### src/rtl/sap_pkg.sv
// Shared types and constants for the SAP OBI external-master arbiter.
//   - OBI request/response structs used on every manager and subordinate port
//   - default arbiter sizing (number of managers, outstanding depth)
//   - requester index type and control FSM state encoding
package sap_pkg;

  localparam int SAP_ARB_NREQ      = 2;
  localparam int SAP_ARB_MAX_OUTST = 4;

  typedef logic [$clog2(SAP_ARB_NREQ)-1:0] sap_arb_idx_t;

  typedef struct packed {
    logic        req;
    logic        we;
    logic [3:0]  be;
    logic [31:0] addr;
    logic [31:0] wdata;
  } sap_obi_req_t;

  typedef struct packed {
    logic        gnt;
    logic        rvalid;
    logic [31:0] rdata;
  } sap_obi_resp_t;

  typedef enum logic {
    ARB_ST  = 1'b0,
    HOLD_ST = 1'b1
  } sap_arb_state_e;

  // Index width for n requesters; a single requester still needs one bit.
  function automatic int sap_arb_idx_w(input int n);
    return (n > 1) ? $clog2(n) : 1;
  endfunction

endpackage

### src/rtl/sap_arb_order_fifo.sv
// Response-order FIFO: remembers which requester owns each outstanding
// transaction so responses can be routed back in issue order.
// Ports:
//   clk_i, rst_ni  clock, synchronous active-low reset (empties the FIFO)
//   push, push_idx write requester index at the tail
//   pop            drop the head entry
//   head           requester index at the head
//   full, empty    occupancy flags from the registered count
module sap_arb_order_fifo
  import sap_pkg::*;
#(
  parameter int DEPTH = SAP_ARB_MAX_OUTST,
  parameter int IW    = $bits(sap_arb_idx_t)
) (
  input  logic          clk_i,
  input  logic          rst_ni,
  input  logic          push,
  input  logic [IW-1:0] push_idx,
  input  logic          pop,
  output logic [IW-1:0] head,
  output logic          full,
  output logic          empty
);

  localparam int PW = $clog2(DEPTH);
  localparam int CW = PW + 1;

  logic [IW-1:0] mem [DEPTH];
  logic [PW-1:0] wr_ptr_q, rd_ptr_q;
  logic [CW-1:0] count_q;

  // Power-of-two depth lets the pointers wrap by plain overflow.
  always_ff @(posedge clk_i) begin
    if (!rst_ni) begin
      wr_ptr_q <= '0;
      rd_ptr_q <= '0;
      count_q  <= '0;
    end else begin
      if (push) wr_ptr_q <= wr_ptr_q + 1'b1;
      if (pop)  rd_ptr_q <= rd_ptr_q + 1'b1;
      count_q <= count_q + CW'(push) - CW'(pop);
    end
  end

  always_ff @(posedge clk_i) begin
    if (push) mem[wr_ptr_q] <= push_idx;
  end

  assign head  = mem[rd_ptr_q];
  assign full  = (count_q == CW'(DEPTH));
  assign empty = (count_q == '0);

endmodule

### src/rtl/sap_obi_ext_arbiter.sv
// Round-robin arbiter sharing the sap_top OBI external-master port between
// NREQ OBI managers. One address phase is forwarded at a time with no added
// latency; responses are routed back by an order FIFO.
// Ports:
//   clk_i, rst_ni  clock, synchronous active-low reset
//   slv_req_i      requests from the managers
//   slv_resp_o     gnt/rvalid/rdata back to the managers
//   mst_req_o      request to sap_top ext_master_req_i
//   mst_resp_i     response from sap_top ext_master_resp_o
//   err_o          sticky: rvalid arrived with nothing outstanding
//   gnt_cnt_o      per-requester handshake counters (SAP_ARB_PERF_CNT_EN only)
// Optional feature macro: SAP_ARB_PERF_CNT_EN
//
// state   | meaning
// ARB_ST  | no stalled address phase; pick by round-robin from rr_ptr
// HOLD_ST | address phase issued but not granted; selection locked
module sap_obi_ext_arbiter
  import sap_pkg::*;
#(
  parameter int  NREQ            = SAP_ARB_NREQ,
  parameter int  MAX_OUTSTANDING = SAP_ARB_MAX_OUTST,
  parameter type obi_req_t       = sap_obi_req_t,
  parameter type obi_resp_t      = sap_obi_resp_t
) (
  input  logic        clk_i,
  input  logic        rst_ni,
  input  obi_req_t    slv_req_i  [NREQ],
  output obi_resp_t   slv_resp_o [NREQ],
  output obi_req_t    mst_req_o,
  input  obi_resp_t   mst_resp_i,
  output logic        err_o
`ifdef SAP_ARB_PERF_CNT_EN
  ,
  output logic [31:0] gnt_cnt_o  [NREQ]
`endif
);

  localparam int IW = sap_arb_idx_w(NREQ);
  typedef logic [IW-1:0] idx_t;

  sap_arb_state_e state_q, state_d;
  idx_t rr_ptr_q, lock_idx_q;
  idx_t search_idx, cand, sel, head;
  logic fwd_req, hs, pop, fifo_full, fifo_empty, err_q;

  // Walk downward so the last hit is the one closest to rr_ptr.
  always_comb begin
    search_idx = rr_ptr_q;
    cand       = rr_ptr_q;
    for (int k = NREQ - 1; k >= 0; k--) begin
      cand = idx_t'((int'(rr_ptr_q) + k) % NREQ);
      if (slv_req_i[cand].req) search_idx = cand;
    end
  end

  assign sel     = (state_q == HOLD_ST) ? lock_idx_q : search_idx;
  assign fwd_req = rst_ni & ~fifo_full & slv_req_i[sel].req;
  assign hs      = fwd_req & mst_resp_i.gnt;
  assign pop     = rst_ni & mst_resp_i.rvalid & ~fifo_empty;

  always_ff @(posedge clk_i) begin
    if (!rst_ni) state_q <= ARB_ST;
    else         state_q <= state_d;
  end

  always_comb begin
    state_d = state_q;
    case (state_q)
      ARB_ST:  if (fwd_req && !mst_resp_i.gnt) state_d = HOLD_ST;
      HOLD_ST: if (hs)                         state_d = ARB_ST;
      default:                                 state_d = ARB_ST;
    endcase
  end

  always_ff @(posedge clk_i) begin
    if (!rst_ni) begin
      rr_ptr_q   <= '0;
      lock_idx_q <= '0;
      err_q      <= 1'b0;
    end else begin
      if (state_q == ARB_ST && fwd_req && !mst_resp_i.gnt) lock_idx_q <= sel;
      if (hs) rr_ptr_q <= (sel == idx_t'(NREQ - 1)) ? '0 : sel + 1'b1;
      if (mst_resp_i.rvalid && fifo_empty) err_q <= 1'b1;
    end
  end

  always_comb begin
    mst_req_o     = slv_req_i[sel];
    mst_req_o.req = fwd_req;
    for (int i = 0; i < NREQ; i++) slv_resp_o[i] = '0;
    slv_resp_o[sel].gnt = hs;
    if (pop) begin
      slv_resp_o[head].rvalid = 1'b1;
      slv_resp_o[head].rdata  = mst_resp_i.rdata;
    end
  end

  assign err_o = err_q;

  sap_arb_order_fifo #(
    .DEPTH (MAX_OUTSTANDING),
    .IW    (IW)
  ) u_order_fifo (
    .clk_i    (clk_i),
    .rst_ni   (rst_ni),
    .push     (hs),
    .push_idx (sel),
    .pop      (pop),
    .head     (head),
    .full     (fifo_full),
    .empty    (fifo_empty)
  );

`ifdef SAP_ARB_PERF_CNT_EN
  always_ff @(posedge clk_i) begin
    if (!rst_ni) begin
      for (int i = 0; i < NREQ; i++) gnt_cnt_o[i] <= '0;
    end else if (hs) begin
      gnt_cnt_o[sel] <= gnt_cnt_o[sel] + 32'd1;
    end
  end
`endif

endmodule

### config.mk
export PLATFORM = sky130hd
export DESIGN_NAME = sap_obi_ext_arbiter
export DESIGN_NICKNAME = d
export VERILOG_FILES = /design/src/rtl/sap_pkg.sv /design/src/rtl/sap_arb_order_fifo.sv /design/src/rtl/sap_obi_ext_arbiter.sv
export SDC_FILE = /design/constraint.sdc
export NUM_CORES = 1
export LEC_CHECK = 0
export ABC_AREA = 0
export CELL_PAD_IN_SITES_DETAIL_PLACEMENT = 1
export CELL_PAD_IN_SITES_GLOBAL_PLACEMENT = 1
export CORE_AREA = 10 10 115 117
export DETAILED_ROUTE_END_ITERATION = 6
export DIE_AREA = 0 0 125 127
export DONT_BUFFER_PORTS = 1
export PLACE_DENSITY = 0.55
export SETUP_SLACK_MARGIN = 0.05
export SYNTH_ARGS = -nofsm -noshare
export SYNTH_HDL_FRONTEND = slang
export SYNTH_SLANG_ARGS = --single-unit
### constraint.sdc
create_clock -name clk_i -period 2.4 [get_ports clk_i]
set_input_delay 0.48 -clock clk_i [delete_from_list [all_inputs] [get_ports clk_i]]
set_output_delay 0.48 -clock clk_i [all_outputs]
set_load 0.005 [all_outputs]
==> impl_metrics.yaml <==
clock_network:
  insertion_delay_ps: 250
  max-clock-path-buffers: 2
  cts_made_buffers: 3
  cts.sinks: 17
  h-tree-depth: 1
  tritoncts: "done"
  cts_setup_buffers: 0
  clk_pin_slew_ps: 50
  root_buffer: "clkbuf_16"
sta:
  slew_headroom: 0.6032
  rsz0062_at_grt: "no"
  period_share: 0.9311
  tns_ps: 0
  whs_ps: 352.1
  max_slew.worst_pin.slew_ps: 580.2
  slew_violations: 0
  fmax_ghz: 0.4475
  hold_violations: 0
  skew_ps: 1.696
  setup_viol: 0
  fin_crit_ps: 2235
route:
  viasPerCell: 4.807
  remaining_drc_errors: 0
  ant_nets: 0
  drt-initial-drc-count: 68
  num_vias: 1947
  first_pass_iters: 4
  drt_wl_total_um: 10830
  wl_per_cell_um: 26.73
worst_setup_path:
  cp_data_required_time_ps: 1920
  start_kind: "register"
  end_kind: "primary output"
  arrival_ps: 1750
  worstSetupPathType: "register to primary output"
  cp_max_fo: 33
  regToRegSetupSlack_ps: 390
yosys:
  synthesis.area_um2: 2482
  ys.flop_type: "dfxtp_1"
  synth_cells: 273
  synth-seq-cells: 17
  async_flop_share: 0
  synth-edff-count: 4
  yosys_warnings: 0
  postSynthAreaPerCell_um2: 9.093
  ys_top_cells_by_area: "mux2_4 41%, nor2_1 11%, dfxtp_1 10%"
  yosysSeqAreaShare: 0.1532
  yosysTopAreaCellShare: 0.4052
  synth.most_common_cell: "nor2_1"
  yosysTopAreaCell: "mux2_4"
  synth_nets: 456
  synth_common_cells: "72 x nor2_1, 67 x mux2_4, 41 x nand2_1, 13 x dfxtp_1, 9 x and2_1"
  ys_types: 34
power_and_ir_drop:
  p_sw_uw: 659.0
  sw_frac_of_total: 0.3925
  p_leak_nw: 1.223
  internal_power_mw: 1.020
  pwr-share-clk: 0.199
  combPwrFrac: 0.564
  p_per_area_nw_per_um2: 639.1
  p_seq_frac: 0.237
  peakVddDrop_uv: 472.7
place:
  hpwl_um: 9491
  numPortBuffers: 0
  place_congestion: 0.8344
global_route:
  antenna_found_initial: 0
  grt_pass1_wl_um: 14440
  grt_max_degree: 67
  grt_usage: 0.1133
  grt_pass1_vias: 2048
  grt.overflow.total: 0
min_path:
  hold_class: "primary input to register"
final_layout:
  syn2layout_area_growth_pct: 5.847
  antennaDiodeCount: 0
  layout.nets: 446
  drive_above_1_share: 0.3321
die:
  die_h_um: 127
  ios: 315
  num_rows: 39
  dieArea_um2: 15880
  die_w_um: 125
  core_um2: 11130
  start_util: 0.2231
run_status:
  status: "completed"
flow_run:
  cap_violations: 0
final cells by class:
class | count | area, um2
Fill cell | 1318 | 8498
Multi-Input combinational cell | 227 | 1876
Clock buffer | 3 | 75.07
Timing Repair Buffer | 6 | 82.58
Clock inverter | 1 | 5.005
Sequential cell | 17 | 380.4
Inverter | 8 | 30.03
Tap cell | 143 | 178.9
path summary, 6_finish.rpt:
| path | depth (start not counted) | to | start |
|---|---|---|---|
| worst max-delay path | 3 | mst_req_o[40] | register |
| worst min-delay path | 1 | u_order_fifo.count_q[0] | rst_ni |
| worst max register to register | 8 | u_order_fifo.count_q[2] | u_order_fifo.count_q[1] |
| worst min register to register | 1 | u_order_fifo.rd_ptr_q[1] | u_order_fifo.rd_ptr_q[1] |
per-layer routing:
layer | routed length (um) | share of wire | up-vias | GRT usage
met5 | 0 | 0 | - | 0
met4 | 61 | 0.0056 | 0 | 0.01423
met3 | 890 | 0.082 | 6 | 0.03846
met2 | 5764 | 0.53 | 111 | 0.2089
met1 | 4112 | 0.38 | 942 | 0.1265
li1 | - | - | 888 | -
per-stage QoR:
| step | util | worst slack, ps | power [mW] | cell area (um2) | std cells |
|---|---|---|---|---|---|
| CTS | 0.2328 | 90.37 | 1.680 | 2590 | 404 |
| global placement | 0.2256 | 326.8 | 1.320 | 2510 | 400 |
| detailed placement | 0.2256 | 297.2 | 1.341 | 2510 | 400 |
| global route | 0.2362 | 67.23 | 1.802 | 2628 | 405 |
| floorplan | - | 126.3 | 1.247 | 2482 | 273 |
| finish | 0.2362 | 165.4 | 1.679 | 2628 | 405 |
critical path, cell delays in order (launching register included):
cell       delay (ps)
dfxtp_1           510
o31a_2            320
clkbuf_16         310
mux2_4            360
kinds of logic after synthesis:
family,share of synthesized area
compound gates,0.04889
fa+ha+maj,0.03831
simple gates,0.2067
buf+inv,0.09526
flops,0.1532
xor+xnor,0.01059
mux,0.4471
layout by cell type, fill, tap and decap left out:
master / instances
ha_1: 6
clkinv_2: 1
nor3b_2: 1
nand2_1: 41
nor2_1: 72
a21oi_1: 3
a21boi_1: 1
mux2i_2: 1
mux2i_1: 6
clkbuf_16: 4
o311a_1: 1
o2111ai_1: 1
nor3_1: 2
or3b_2: 1
o2bb2ai_1: 1
edfxtp_1: 4
and2_1: 9
a211oi_2: 1
o41ai_1: 1
mux2_2: 3
dfxtp_1: 13
buf_4: 4
mux2_4: 67
inv_1: 8
a2111oi_4: 1
fa_1: 1
o31a_2: 1
a2111oi_0: 1
buf_16: 1
xor2_1: 1
o21ai_0: 1
or2_2: 1
xnor2_1: 2
power groups by stage:
stage / combinational [mW] / clock (mW) / sequential [mW]
global placement: 0.920 / 0 / 0.400
CTS: 0.941 / 0.342 / 0.397
detailed placement: 0.938 / 0 / 0.402
global route: 1.03 / 0.363 / 0.407
finish: 0.948 / 0.334 / 0.397
floorplan: 0.865 / 0 / 0.382
repair_timing:
item | 4_1_cts | 5_1_grt
setup endpoints to repair | 0 | 7
hold buffers | 0 | 0
gates resized for setup | 0 | 2
Power figures use the tool's default switching activity.
